**config.mk**
```make
export PLATFORM = sky130hd
export DESIGN_NAME = fetch_unit_flat
export DESIGN_NICKNAME = d
export VERILOG_FILES = /design/src/rtl/fetch_if.sv /design/src/rtl/fetch_unit.sv /design/src/flat_wrapper.sv
export SDC_FILE = /design/constraint.sdc
export NUM_CORES = 1
export LEC_CHECK = 0
export CORE_ASPECT_RATIO = 1.1
export CORE_UTILIZATION = 45
export DETAILED_ROUTE_END_ITERATION = 8
export GPL_ROUTABILITY_DRIVEN = 0
export PLACE_DENSITY = 0.69
export SLEW_MARGIN = 10
export SYNTH_ARGS = -nofsm -noshare
export SYNTH_HDL_FRONTEND = slang
export SYNTH_SLANG_ARGS = --single-unit
```
**constraint.sdc**
```tcl
create_clock -name clk -period 7.2 [get_ports clk]
set_clock_uncertainty 0.15 [all_clocks]
set_input_delay 1.44 -clock clk [delete_from_list [all_inputs] [get_ports clk]]
set_output_delay 1.44 -clock clk [all_outputs]
set_load 0.02 [all_outputs]
```
**src/rtl/fetch_if.sv**
```systemverilog
// Fetch unit bus bundle: instruction SRAM request/response, redirect input and decode handshake.
// The master modport is the fetch unit's view; the slave modport is its environment's view.
interface fetch_if;
   logic        inst_sram_en;
   logic [31:0] inst_sram_addr;
   logic [31:0] inst_sram_rdata;
   logic        redirect_valid;
   logic [31:0] redirect_pc;
   logic        out_valid;
   logic        out_ready;
   logic [31:0] out_pc;
   logic [31:0] out_inst;

   modport master (
      output inst_sram_en, inst_sram_addr, out_valid, out_pc, out_inst,
      input  inst_sram_rdata, redirect_valid, redirect_pc, out_ready
   );

   modport slave (
      input  inst_sram_en, inst_sram_addr, out_valid, out_pc, out_inst,
      output inst_sram_rdata, redirect_valid, redirect_pc, out_ready
   );
endinterface

```
**src/rtl/fetch_unit.sv**
```systemverilog
// Instruction fetch unit: issues word reads to a 1-cycle-latency SRAM and buffers up to two
// {pc, inst} pairs for decode, with single-cycle redirect that flushes all buffered work.
module fetch_unit #(
   parameter logic [31:0] RESET_PC = 32'h1c00_0000
) (
   input logic    clk,
   input logic    reset,
   fetch_if.master bus_io
);

   typedef enum logic {StBoot = 1'b0, StRun = 1'b1} state_e;

   state_e      state_q, state_d;
   logic [31:0] fpc_q, fpc_d;
   logic [31:0] req_pc_q;
   logic        inflight_q;
   logic [1:0]  count_q, count_d;
   logic        rd_ptr_q, rd_ptr_d;
   logic        wr_ptr_q, wr_ptr_d;
   logic [31:0] pc_mem_q   [2];
   logic [31:0] inst_mem_q [2];

   logic        run, redir, out_valid, pop, push, issue;
   logic [2:0]  occupancy;

   always_comb begin
      state_d   = state_q;
      fpc_d     = fpc_q;
      count_d   = count_q;
      rd_ptr_d  = rd_ptr_q;
      wr_ptr_d  = wr_ptr_q;

      unique case (state_q)
         StBoot:  state_d = StRun;
         StRun:   state_d = StRun;
         default: state_d = StBoot;
      endcase

      run       = (state_q == StRun) & ~reset;
      redir     = run & bus_io.redirect_valid;
      out_valid = (count_q != 2'd0) & ~bus_io.redirect_valid & ~reset;
      pop       = out_valid & bus_io.out_ready;
      // A response landing in a redirect cycle belongs to the abandoned path.
      push      = inflight_q & ~redir & ~reset;
      occupancy = {1'b0, count_q} + {2'b00, inflight_q};
      issue     = run & ~bus_io.redirect_valid &
                  ((occupancy < 3'd2) | ((occupancy == 3'd2) & pop));

      if (redir) begin
         count_d  = 2'd0;
         rd_ptr_d = 1'b0;
         wr_ptr_d = 1'b0;
         fpc_d    = bus_io.redirect_pc & 32'hffff_fffc;
      end else begin
         case ({push, pop})
            2'b10:   count_d = count_q + 2'd1;
            2'b01:   count_d = count_q - 2'd1;
            default: count_d = count_q;
         endcase
         if (push) wr_ptr_d = ~wr_ptr_q;
         if (pop) rd_ptr_d = ~rd_ptr_q;
         if (issue) fpc_d = fpc_q + 32'd4;
      end

      bus_io.inst_sram_en   = issue;
      bus_io.inst_sram_addr = fpc_q;
      bus_io.out_valid      = out_valid;
      bus_io.out_pc         = pc_mem_q[rd_ptr_q];
      bus_io.out_inst       = inst_mem_q[rd_ptr_q];
   end

   always_ff @(posedge clk) begin
      if (reset) begin
         state_q    <= StBoot;
         fpc_q      <= RESET_PC;
         inflight_q <= 1'b0;
         count_q    <= 2'd0;
         rd_ptr_q   <= 1'b0;
         wr_ptr_q   <= 1'b0;
      end else begin
         state_q    <= state_d;
         fpc_q      <= fpc_d;
         inflight_q <= issue;
         count_q    <= count_d;
         rd_ptr_q   <= rd_ptr_d;
         wr_ptr_q   <= wr_ptr_d;
      end
   end

   // Payload storage needs no reset; count_q qualifies every read.
   always_ff @(posedge clk) begin
      if (issue) req_pc_q <= fpc_q;
      if (push) begin
         pc_mem_q[wr_ptr_q]   <= req_pc_q;
         inst_mem_q[wr_ptr_q] <= bus_io.inst_sram_rdata;
      end
   end

endmodule

```
**src/flat_wrapper.sv**
```systemverilog
// flat-port wrapper written by rule: the top's interface ports become plain ports
module fetch_unit_flat 
#(
   parameter logic [31:0] RESET_PC = 32'h1c00_0000
)
  (clk, reset, bus_io_inst_sram_en, bus_io_inst_sram_addr, bus_io_out_valid, bus_io_out_pc, bus_io_out_inst, bus_io_inst_sram_rdata, bus_io_redirect_valid, bus_io_redirect_pc, bus_io_out_ready);
  fetch_if bus_io_i ();
  input logic clk;
  input logic reset;
  output wire logic [$bits(bus_io_i.inst_sram_en)-1:0] bus_io_inst_sram_en;
  output wire logic [$bits(bus_io_i.inst_sram_addr)-1:0] bus_io_inst_sram_addr;
  output wire logic [$bits(bus_io_i.out_valid)-1:0] bus_io_out_valid;
  output wire logic [$bits(bus_io_i.out_pc)-1:0] bus_io_out_pc;
  output wire logic [$bits(bus_io_i.out_inst)-1:0] bus_io_out_inst;
  input wire logic [$bits(bus_io_i.inst_sram_rdata)-1:0] bus_io_inst_sram_rdata;
  input wire logic [$bits(bus_io_i.redirect_valid)-1:0] bus_io_redirect_valid;
  input wire logic [$bits(bus_io_i.redirect_pc)-1:0] bus_io_redirect_pc;
  input wire logic [$bits(bus_io_i.out_ready)-1:0] bus_io_out_ready;
  assign bus_io_inst_sram_en = bus_io_i.inst_sram_en;
  assign bus_io_inst_sram_addr = bus_io_i.inst_sram_addr;
  assign bus_io_out_valid = bus_io_i.out_valid;
  assign bus_io_out_pc = bus_io_i.out_pc;
  assign bus_io_out_inst = bus_io_i.out_inst;
  assign bus_io_i.inst_sram_rdata = bus_io_inst_sram_rdata;
  assign bus_io_i.redirect_valid = bus_io_redirect_valid;
  assign bus_io_i.redirect_pc = bus_io_redirect_pc;
  assign bus_io_i.out_ready = bus_io_out_ready;
  fetch_unit #(.RESET_PC(RESET_PC)) u_core (.clk(clk), .reset(reset), .bus_io(bus_io_i));
endmodule
```
Yosys cells after proc, flatten, opt, wreduce, memory -nomap -nowiden
Memory sizes are Yosys's and may differ from the RTL's. A register that Yosys moved wholly into a read port is not among the register bits. Index checks and enable logic that the tools add are counted. W data, S select, Z words.

Bits in writable memories: 128. Bits of input ports: 68. Word-level logic and storage cells: 48. Register bits: 70. Memories: 2.

Memory list: u_core.inst_mem_q (depth 2, width 32, read ports 1, clocked after Yosys merged registers in 1, write ports 1, RTL line fetch_unit.sv:21) `logic [31:0] inst_mem_q [2];`; u_core.pc_mem_q (depth 2, width 32, read ports 1, clocked after Yosys merged registers in 1, write ports 1, RTL line fetch_unit.sv:20) `logic [31:0] pc_mem_q [2];`.

Reductions and logical operators: 4. Mux-type cells: 10. Add/sub/neg operators: 4. Bitwise operators: 16. Magnitude comparators: 1. Eq/ne operators: 3.

Operators by type and width (number): $mux W32 (2); $add A32 B3 Y32 const B (1); $and A1 B1 Y1 (10); $mux W1 (7); $reduce_bool A2 Y1 (3); $not A1 Y1 (5); $pmux W2 S2 (1); $add A2 B1 Y3 (1); $eq A3 B2 Y1 const B (1); $lt A3 B2 Y1 const B (1); $add A2 B1 Y2 const B (1); $eq A2 B1 Y1 const B (1); $eq A2 B2 Y1 const B (1); $reduce_or A2 Y1 (1); $sub A2 B1 Y2 const B (1); $or A1 B1 Y1 (1).

Logic depth before layout (Yosys ltp)
Gate-level depths: netlist of the first run.

Word-level depth: 9. Mapped depth: 11.

Worst setup path before layout of the first run
OpenSTA, ideal clock, no wires.

Path kind: in2reg. Start point: in bus_io_redirect_valid. End point: mem u_core.inst_mem_q[0][0], enable pin. Library setup time: 482 ps. Buffers on the path: 2. Arrival time: 5000 ps. Stages: 7. Setup slack: 1568 ps. Cells stage by stage: buf_2 inv_1 clkbuf_1 nor2_1 nor2_1 nand2_1 nor2_1.

Longest elaborated chain between the ends: 6.

RTL lines: start, declared (RTL line flat_wrapper.sv:16) `input wire logic [$bits(bus_io_i.redirect_valid)-1:0] bus_io_redirect_valid;`; $and A1 B1 Y1 (RTL line fetch_unit.sv:40) `redir = run & bus_io.redirect_valid;`; $not A1 Y1 (RTL line fetch_unit.sv:44) `push = inflight_q & ~redir & ~reset;`; $and A1 B1 Y1 (2 in a row) (RTL line fetch_unit.sv:44); $mux W1 (RTL line fetch_unit.sv:93) `if (push) begin`; $mux W1 (implied by the code) (RTL line fetch_unit.sv:95) `inst_mem_q[wr_ptr_q] <= bus_io.inst_sram_rdata;`; end, declared (RTL line fetch_unit.sv:21).

No other way between the ends.

Worst setup path in the final report of the first run
Start point: in bus_io_redirect_valid. End point: out bus_io_inst_sram_en.

Longest elaborated chain between the ends: 7. Elaborated cells between the ends (all ways): 8. Classes of those cells: 8 x bitwise.

RTL lines: $not A1 Y1 (*) (RTL line fetch_unit.sv:41, fetch_unit.sv:46); $and A1 B1 Y1 (2 in a row) (RTL line fetch_unit.sv:41) `out_valid = (count_q != 2'd0) & ~bus_io.redirect_valid & ~reset;`; $and A1 B1 Y1 (RTL line fetch_unit.sv:42) `pop = out_valid & bus_io.out_ready;`; $and A1 B1 Y1 (RTL line fetch_unit.sv:47) `((occupancy < 3'd2) | ((occupancy == 3'd2) & pop));`; $or A1 B1 Y1 (RTL line fetch_unit.sv:47); $and A1 B1 Y1 (*) (RTL line fetch_unit.sv:46) `issue = run & ~bus_io.redirect_valid &`; end, declared (RTL line flat_wrapper.sv:10) `output wire logic [$bits(bus_io_i.inst_sram_en)-1:0] bus_io_inst_sram_en;`.

Every way passes the cells marked *; elsewhere a longest branch is shown, timed or not.

==> results of run 1 <==
==> report_power, final <==
| group | internal (mW) | switching, mW | leakage, nW |
|---|---|---|---|
| clock network | 0.564 | 0.372 | 0.281 |
| logic | 0.0799 | 0.0773 | 1.30 |
| registers | 1.21 | 0.0249 | 1.71 |
| total | 1.86 | 0.474 | 3.29 |
==> metal layers <==
metal  GRT usage  up-vias  share of wire
li1            -     2281              -
met1      0.2488     2377           0.42
met2      0.3181      254           0.48
met3     0.05921       34          0.077
met4     0.07926        0          0.023
met5           0        -              0
==> cell usage in the layout, fill, tap and decap left out, types with 6 or more instances in the layout <==
cell,n
a211oi_1,11
a21oi_1,14
and4_1,10
buf_4,6
clkbuf_1,6
clkbuf_16,17
clkdlybuf4s50_1,159
dfxtp_1,36
edfxtp_1,154
inv_1,9
mux2_2,63
nand2_1,23
nand3_1,13
nand4_1,11
nor2_1,29
nor3_1,9
o21ai_0,12
xnor2_1,9
==> cells by family (layout without fill, tap and decap cells) <==
logic type / count (synthesis) / in the layout / share of synthesized area
and+or+nand+nor: 124 / 124 / 0.08825
muxes: 63 / 63 / 0.09318
buffers and inverters: 37 / 207 / 0.02235
xor gates and xnor gates: 12 / 12 / 0.01381
DFF: 191 / 191 / 0.7047
adders and majority gates: 5 / 5 / 0.008217
other: 1 / 4 / 0.0004925
AOI/OAI and AO/OA: 72 / 72 / 0.06902
==> sequential cells by signal, indices dropped and copies added, names as in the netlist, named ones only <==
name,cells
u_core.inst_mem_q,64
u_core.pc_mem_q,60
u_core.count_q,2
u_core.rd_ptr_q,1
u_core.state_q,1
u_core.wr_ptr_q,1
u_core.inflight_q,1
u_core.req_pc_q,30
u_core.bus_io.inst_sram_addr,30
==> critical path, cell delays in order <==
cell	delay (ps)
clkdlybuf4s50_1	730
o41ai_4	790
nand3_4	230
inv_1	120
clkdlybuf4s50_1	610
==> worst min path at each step <==
stage,endpoint,slack (ps),start
after floorplan,u_core.pc_mem_q[0][10]$_DFFE_PP_,270,u_core.req_pc_q[10]$_DFFE_PP_
after global placement,u_core.pc_mem_q[1][24]$_DFFE_PP_,270,u_core.req_pc_q[24]$_DFFE_PP_
after detailed placement,u_core.pc_mem_q[1][20]$_DFFE_PP_,280,u_core.req_pc_q[20]$_DFFE_PP_
after CTS,u_core.pc_mem_q[0][16]$_DFFE_PP_,290,u_core.req_pc_q[16]$_DFFE_PP_
after global routing,u_core.pc_mem_q[0][5]$_DFFE_PP_,300,u_core.req_pc_q[5]$_DFFE_PP_
final,u_core.pc_mem_q[0][16]$_DFFE_PP_,290,u_core.req_pc_q[16]$_DFFE_PP_
==> per-stage QoR <==
step	instances	setup WS, ps	power [mW]	instance area, µm²
2_1_floorplan	508	1568	1.327	7625
3_3_place_gp	850	1720	1.414	9394
6_report	882	1685	2.332	9985
3_5_place_dp	850	1710	1.418	9394
4_1_cts	882	1694	2.349	9985
5_1_grt	882	1480	2.406	9985
==> cell type report <==
cell class	instances	area share
inverter	10	0.003759
clock inverter	7	0.01153
clock buffer	25	0.04762
timing repair buffer	165	0.1639
multi-input combinational	280	0.2102
tap	204	0.02556
sequential	191	0.5375
==> impl_metrics.env, run 1 <==
export IMPL_hpwl_um=10920
export IMPL_cts_inserted_buffers=17
export IMPL_wl_um=16780
export IMPL_cts_root_buf="clkbuf_16"
export IMPL_final_util=0.6077
export IMPL_grt_use_total=0.1974
export IMPL_startpoint="bus_io_redirect_valid"
export IMPL_fin_nets=738
export IMPL_drt_iter0_markers=490
export IMPL_grt_pass1_vias=4950
export IMPL_rsz0062_at_grt="false"
export IMPL_holdBufCountCts=0
export IMPL_synth_cell_types=58
export IMPL_postRouteAntennaNets=0
export IMPL_layout_drive_gt1_share=0.1563
export IMPL_synthFlopType="edfxtp_1"
export IMPL_syn_area_per_cell_um2=15.08
export IMPL_yosysSeqAreaShare=0.7047
export IMPL_regArea_mm2=0.005366
export IMPL_grt_pass1_wl_um=26460
export IMPL_synth_cells=505
export IMPL_tns_ps=0
export IMPL_setup_violations=0
export IMPL_max_clock_freq_mhz=181.3
export IMPL_start_util=0.4634
export IMPL_worst_path_max_fanout=16
export IMPL_fin_crit_ps=5515
export IMPL_yosysTopAreaCell="edfxtp_1"
export IMPL_antenna_found_initial=0
export IMPL_top_level_ports=166
export IMPL_core_mm2=0.01643
export IMPL_synth_top_area_share=0.6074
export IMPL_cp_start_kind="input pin"
export IMPL_max_slew_margin=0.2917
export IMPL_h_tree_depth=4
export IMPL_nFillCells=1263
export IMPL_yosysMostFrequentCell="edfxtp_1"
export IMPL_ys_async_sr_fraction=0
export IMPL_path_class="input pin to output pin"
export IMPL_status="finished clean"
export IMPL_drv_cap=0
export IMPL_dieArea_mm2=0.01744
export IMPL_path_clk_slew_ps=70
export IMPL_hold_ws_ps=289.1
export IMPL_synth_commonest_cells="154 x edfxtp_1, 63 x mux2_2, 37 x dfxtp_1"
export IMPL_powerDensity_mw_per_mm2=233.6
export IMPL_finalCritPeriodShare=0.7659
export IMPL_endpoint_kind="output pin"
export IMPL_drc=0
export IMPL_diodes=0
export IMPL_crit_path_end="bus_io_inst_sram_en"
export IMPL_cts_tree="yes"
export IMPL_r2r_start="u_core.count_q[0]$_SDFFE_PP0P_"
export IMPL_slew_violations=0
export IMPL_required_ps=5610
export IMPL_holdPathStages=0
export IMPL_cts_root_to_sink_buffers=2
export IMPL_syn_area_mm2=0.007614
export IMPL_reg2reg_setup_slack_ps=3900
export IMPL_reg2reg_depth=8
export IMPL_ys_ff_latch=191
export IMPL_port_buffers=159
export IMPL_yosysWarnings=0
export IMPL_via_per_inst=5.608
export IMPL_clk_latency_ps=420
export IMPL_r2r_end="u_core.bus_io.inst_sram_addr[24]$_SDFFE_PP0P_"
export IMPL_clock_sinks=191
export IMPL_hp_class="register to register"
export IMPL_cts_setup_buffers=0
export IMPL_areaGrowthSynthToFinish_pct=31.14
export IMPL_synth_edff_count=154
export IMPL_num_rows=49
export IMPL_wl_per_cell_um=19.03
export IMPL_vias=4946
export IMPL_die_h_um=138.4
export IMPL_drtPass1Iterations=4
export IMPL_grt_max_degree=63
export IMPL_cellLeakagePower_nw=3.286
export IMPL_die_w_um=126.0
export IMPL_worstMarginPinSlew_ps=1062
export IMPL_overflow=0
export IMPL_multiInputGateArea_mm2=0.002098
export IMPL_vdd_drop_max_v=0.0001597
export IMPL_final_hold_violation_count=0
export IMPL_post_cts_resize_count=0
export IMPL_yosys_top_cells_area="edfxtp_1 61%, dfxtp_1 9.7%, mux2_2 9.3%, nor2_1 1.5%, and4_1 1.2%"
export IMPL_cp_data_arrival_time_ps=3920
No activity file was read; power rests on OpenSTA's default activity.
==> run 2: changes to the inputs <==
==> constraint.sdc (replaced) <==
create_clock -name clk -period 5.2 [get_ports clk]
set_clock_uncertainty 0.15 [all_clocks]
set_input_delay 1.04 -clock clk [delete_from_list [all_inputs] [get_ports clk]]
set_output_delay 1.04 -clock clk [all_outputs]
set_load 0.02 [all_outputs]
==> run 2 against run 1 <==
- critical path depth grew 1
- largest cell class unchanged
- clock-buffer cell count shrank 5
- worst hold slack gained 6.2 ps
- highest routed layer unchanged
==> impl_metrics.env, run 2 (synthesis gave the netlist of run 1 again) <==
export IMPL_startpoint="reset"
export IMPL_path_buf_inv=4
export IMPL_path_common_cell="clkdlybuf4s50_1"
export IMPL_comb_power_share=0.070
export IMPL_max_clock_freq_mhz=226.0
export IMPL_final_util=0.6103
export IMPL_num_rows=49
export IMPL_cts_root_buf="clkbuf_16"
export IMPL_worstMarginPinSlew_ps=677.6
export IMPL_r2r_start="u_core.count_q[0]$_SDFFE_PP0P_"
export IMPL_vdd_drop_max_v=0.0002477
export IMPL_min_from="u_core.req_pc_q[30]$_DFFE_PP_"
export IMPL_cp_start_kind="input pin"
export IMPL_nFillCells=1247
export IMPL_core_mm2=0.01643
export IMPL_swShare=0.2195
export IMPL_multiInputGateArea_mm2=0.002098
export IMPL_setup_violations=0
export IMPL_hold_ws_ps=295.3
export IMPL_path_class="input pin to output pin"
export IMPL_dieArea_mm2=0.01744
export IMPL_top_level_ports=166
export IMPL_final_hold_violation_count=0
export IMPL_fin_nets=744
export IMPL_grt_pass1_wl_um=26370
export IMPL_drv_cap=0
export IMPL_rsz0062_at_grt="false"
export IMPL_regMostFlops="u_core.inst_mem_q"
export IMPL_die_h_um=138.4
export IMPL_grt_pass1_vias=4968
export IMPL_cp_data_arrival_time_ps=3230
export IMPL_drt_iter0_markers=569
export IMPL_cts_setup_buffers=0
export IMPL_finish_instance_area_mm2=0.01003
export IMPL_via_per_inst=5.557
export IMPL_clk_latency_ps=420
export IMPL_regArea_mm2=0.005366
export IMPL_slowest_stage="clkdlybuf4s50_1"
export IMPL_max_slew_margin=0.5442
export IMPL_cpLargestDelayFamily="buffers and inverters"
export IMPL_grt_use_total=0.1993
export IMPL_start_util=0.4634
export IMPL_slew_violations=0
export IMPL_vias=4935
export IMPL_fin_crit_ps=4424
export IMPL_wl_um=16860
export IMPL_antenna_found_initial=0
export IMPL_areaGrowthSynthToFinish_pct=31.72
export IMPL_post_cts_resize_count=0
export IMPL_worst_path_max_fanout=14
export IMPL_path_clk_slew_ps=60
export IMPL_pwr_share_clk=0.385
export IMPL_clock_sinks=191
export IMPL_endpoint_kind="output pin"
export IMPL_p_switching_mw=0.6909
export IMPL_wl_per_cell_um=18.99
export IMPL_power_frac_seq=0.545
export IMPL_drtPass1Iterations=5
export IMPL_holdBufCountCts=0
export IMPL_path_cells="clkdlybuf4s50_1, buf_4, nor2b_1, nand3_4, inv_1, clkdlybuf4s50_1"
export IMPL_layout_drive_gt1_share=0.1681
export IMPL_powerDensity_mw_per_mm2=313.8
export IMPL_finalCritPeriodShare=0.8508
export IMPL_port_buffers=159
export IMPL_hpwl_um=11470
export IMPL_largest_reg_flops=64
export IMPL_diodes=0
export IMPL_cts_root_to_sink_buffers=2
export IMPL_place_area_mm2=0.009477
export IMPL_total_power_mw=3.147
export IMPL_cts_inserted_buffers=17
export IMPL_required_ps=4010
export IMPL_overflow=0
export IMPL_status="finished clean"
export IMPL_final_cell_mix="159 x clkdlybuf4s50_1, 154 x edfxtp_1, 63 x mux2_2, 36 x dfxtp_1, 29 x nor2_1"
export IMPL_top_regs="u_core.inst_mem_q x64, u_core.pc_mem_q x60"
export IMPL_power_internal_mw=2.456
export IMPL_tns_ps=0
export IMPL_grt_max_degree=63
export IMPL_die_w_um=126.0
export IMPL_hp_class="register to register"
export IMPL_final_common_cell="clkdlybuf4s50_1"
export IMPL_cellLeakagePower_nw=3.290
export IMPL_postRouteAntennaNets=0
export IMPL_cts_tree="yes"
export IMPL_h_tree_depth=4
export IMPL_drc=0
export IMPL_slowest_delay_ps=610
run 2: final timing paths:
check	end	slack [ps]	cells after the start
worst max register to register	u_core.bus_io.inst_sram_addr[30]$_SDFFE_PP0P_	2070	9
worst min register to register	u_core.pc_mem_q[0][30]$_DFFE_PP_	300	0
worst min-delay path	u_core.pc_mem_q[0][30]$_DFFE_PP_	300	0
worst max-delay path	bus_io_inst_sram_en	780	6
run 2: through the flow:
stage / setup WS [ps] / cells
2_1_floorplan: 1001 / 508
3_3_place_gp: 868.7 / 856
3_5_place_dp: 813.4 / 856
4_1_cts: 797.9 / 888
5_1_grt: 652.3 / 888
6_report: 776.1 / 888
run 2: routing by layer:
metal | vias to the layer above | part of all wire | global-route usage
met5 | - | 0 | 0
met4 | 0 | 0.015 | 0.06848
met3 | 24 | 0.068 | 0.05379
met2 | 215 | 0.51 | 0.3315
met1 | 2406 | 0.41 | 0.2512
li1 | 2290 | - | -
run 2: final cells by class:
class / count / share of cell area
tap: 204 / 0.02545
clock inverter: 12 / 0.01148
inverter: 10 / 0.003743
timing repair buffer: 171 / 0.1714
sequential: 191 / 0.5351
clock buffer: 20 / 0.04354
multi-input combinational: 280 / 0.2092
run 2: power groups by stage:
stage / logic (mW) / registers, mW / clock network (mW)
2_1_floorplan: 0.0850 / 1.75 / 0
3_3_place_gp: 0.215 / 1.75 / 0
3_5_place_dp: 0.219 / 1.75 / 0
4_1_cts: 0.221 / 1.71 / 1.24
5_1_grt: 0.234 / 1.72 / 1.30
6_report: 0.220 / 1.71 / 1.21
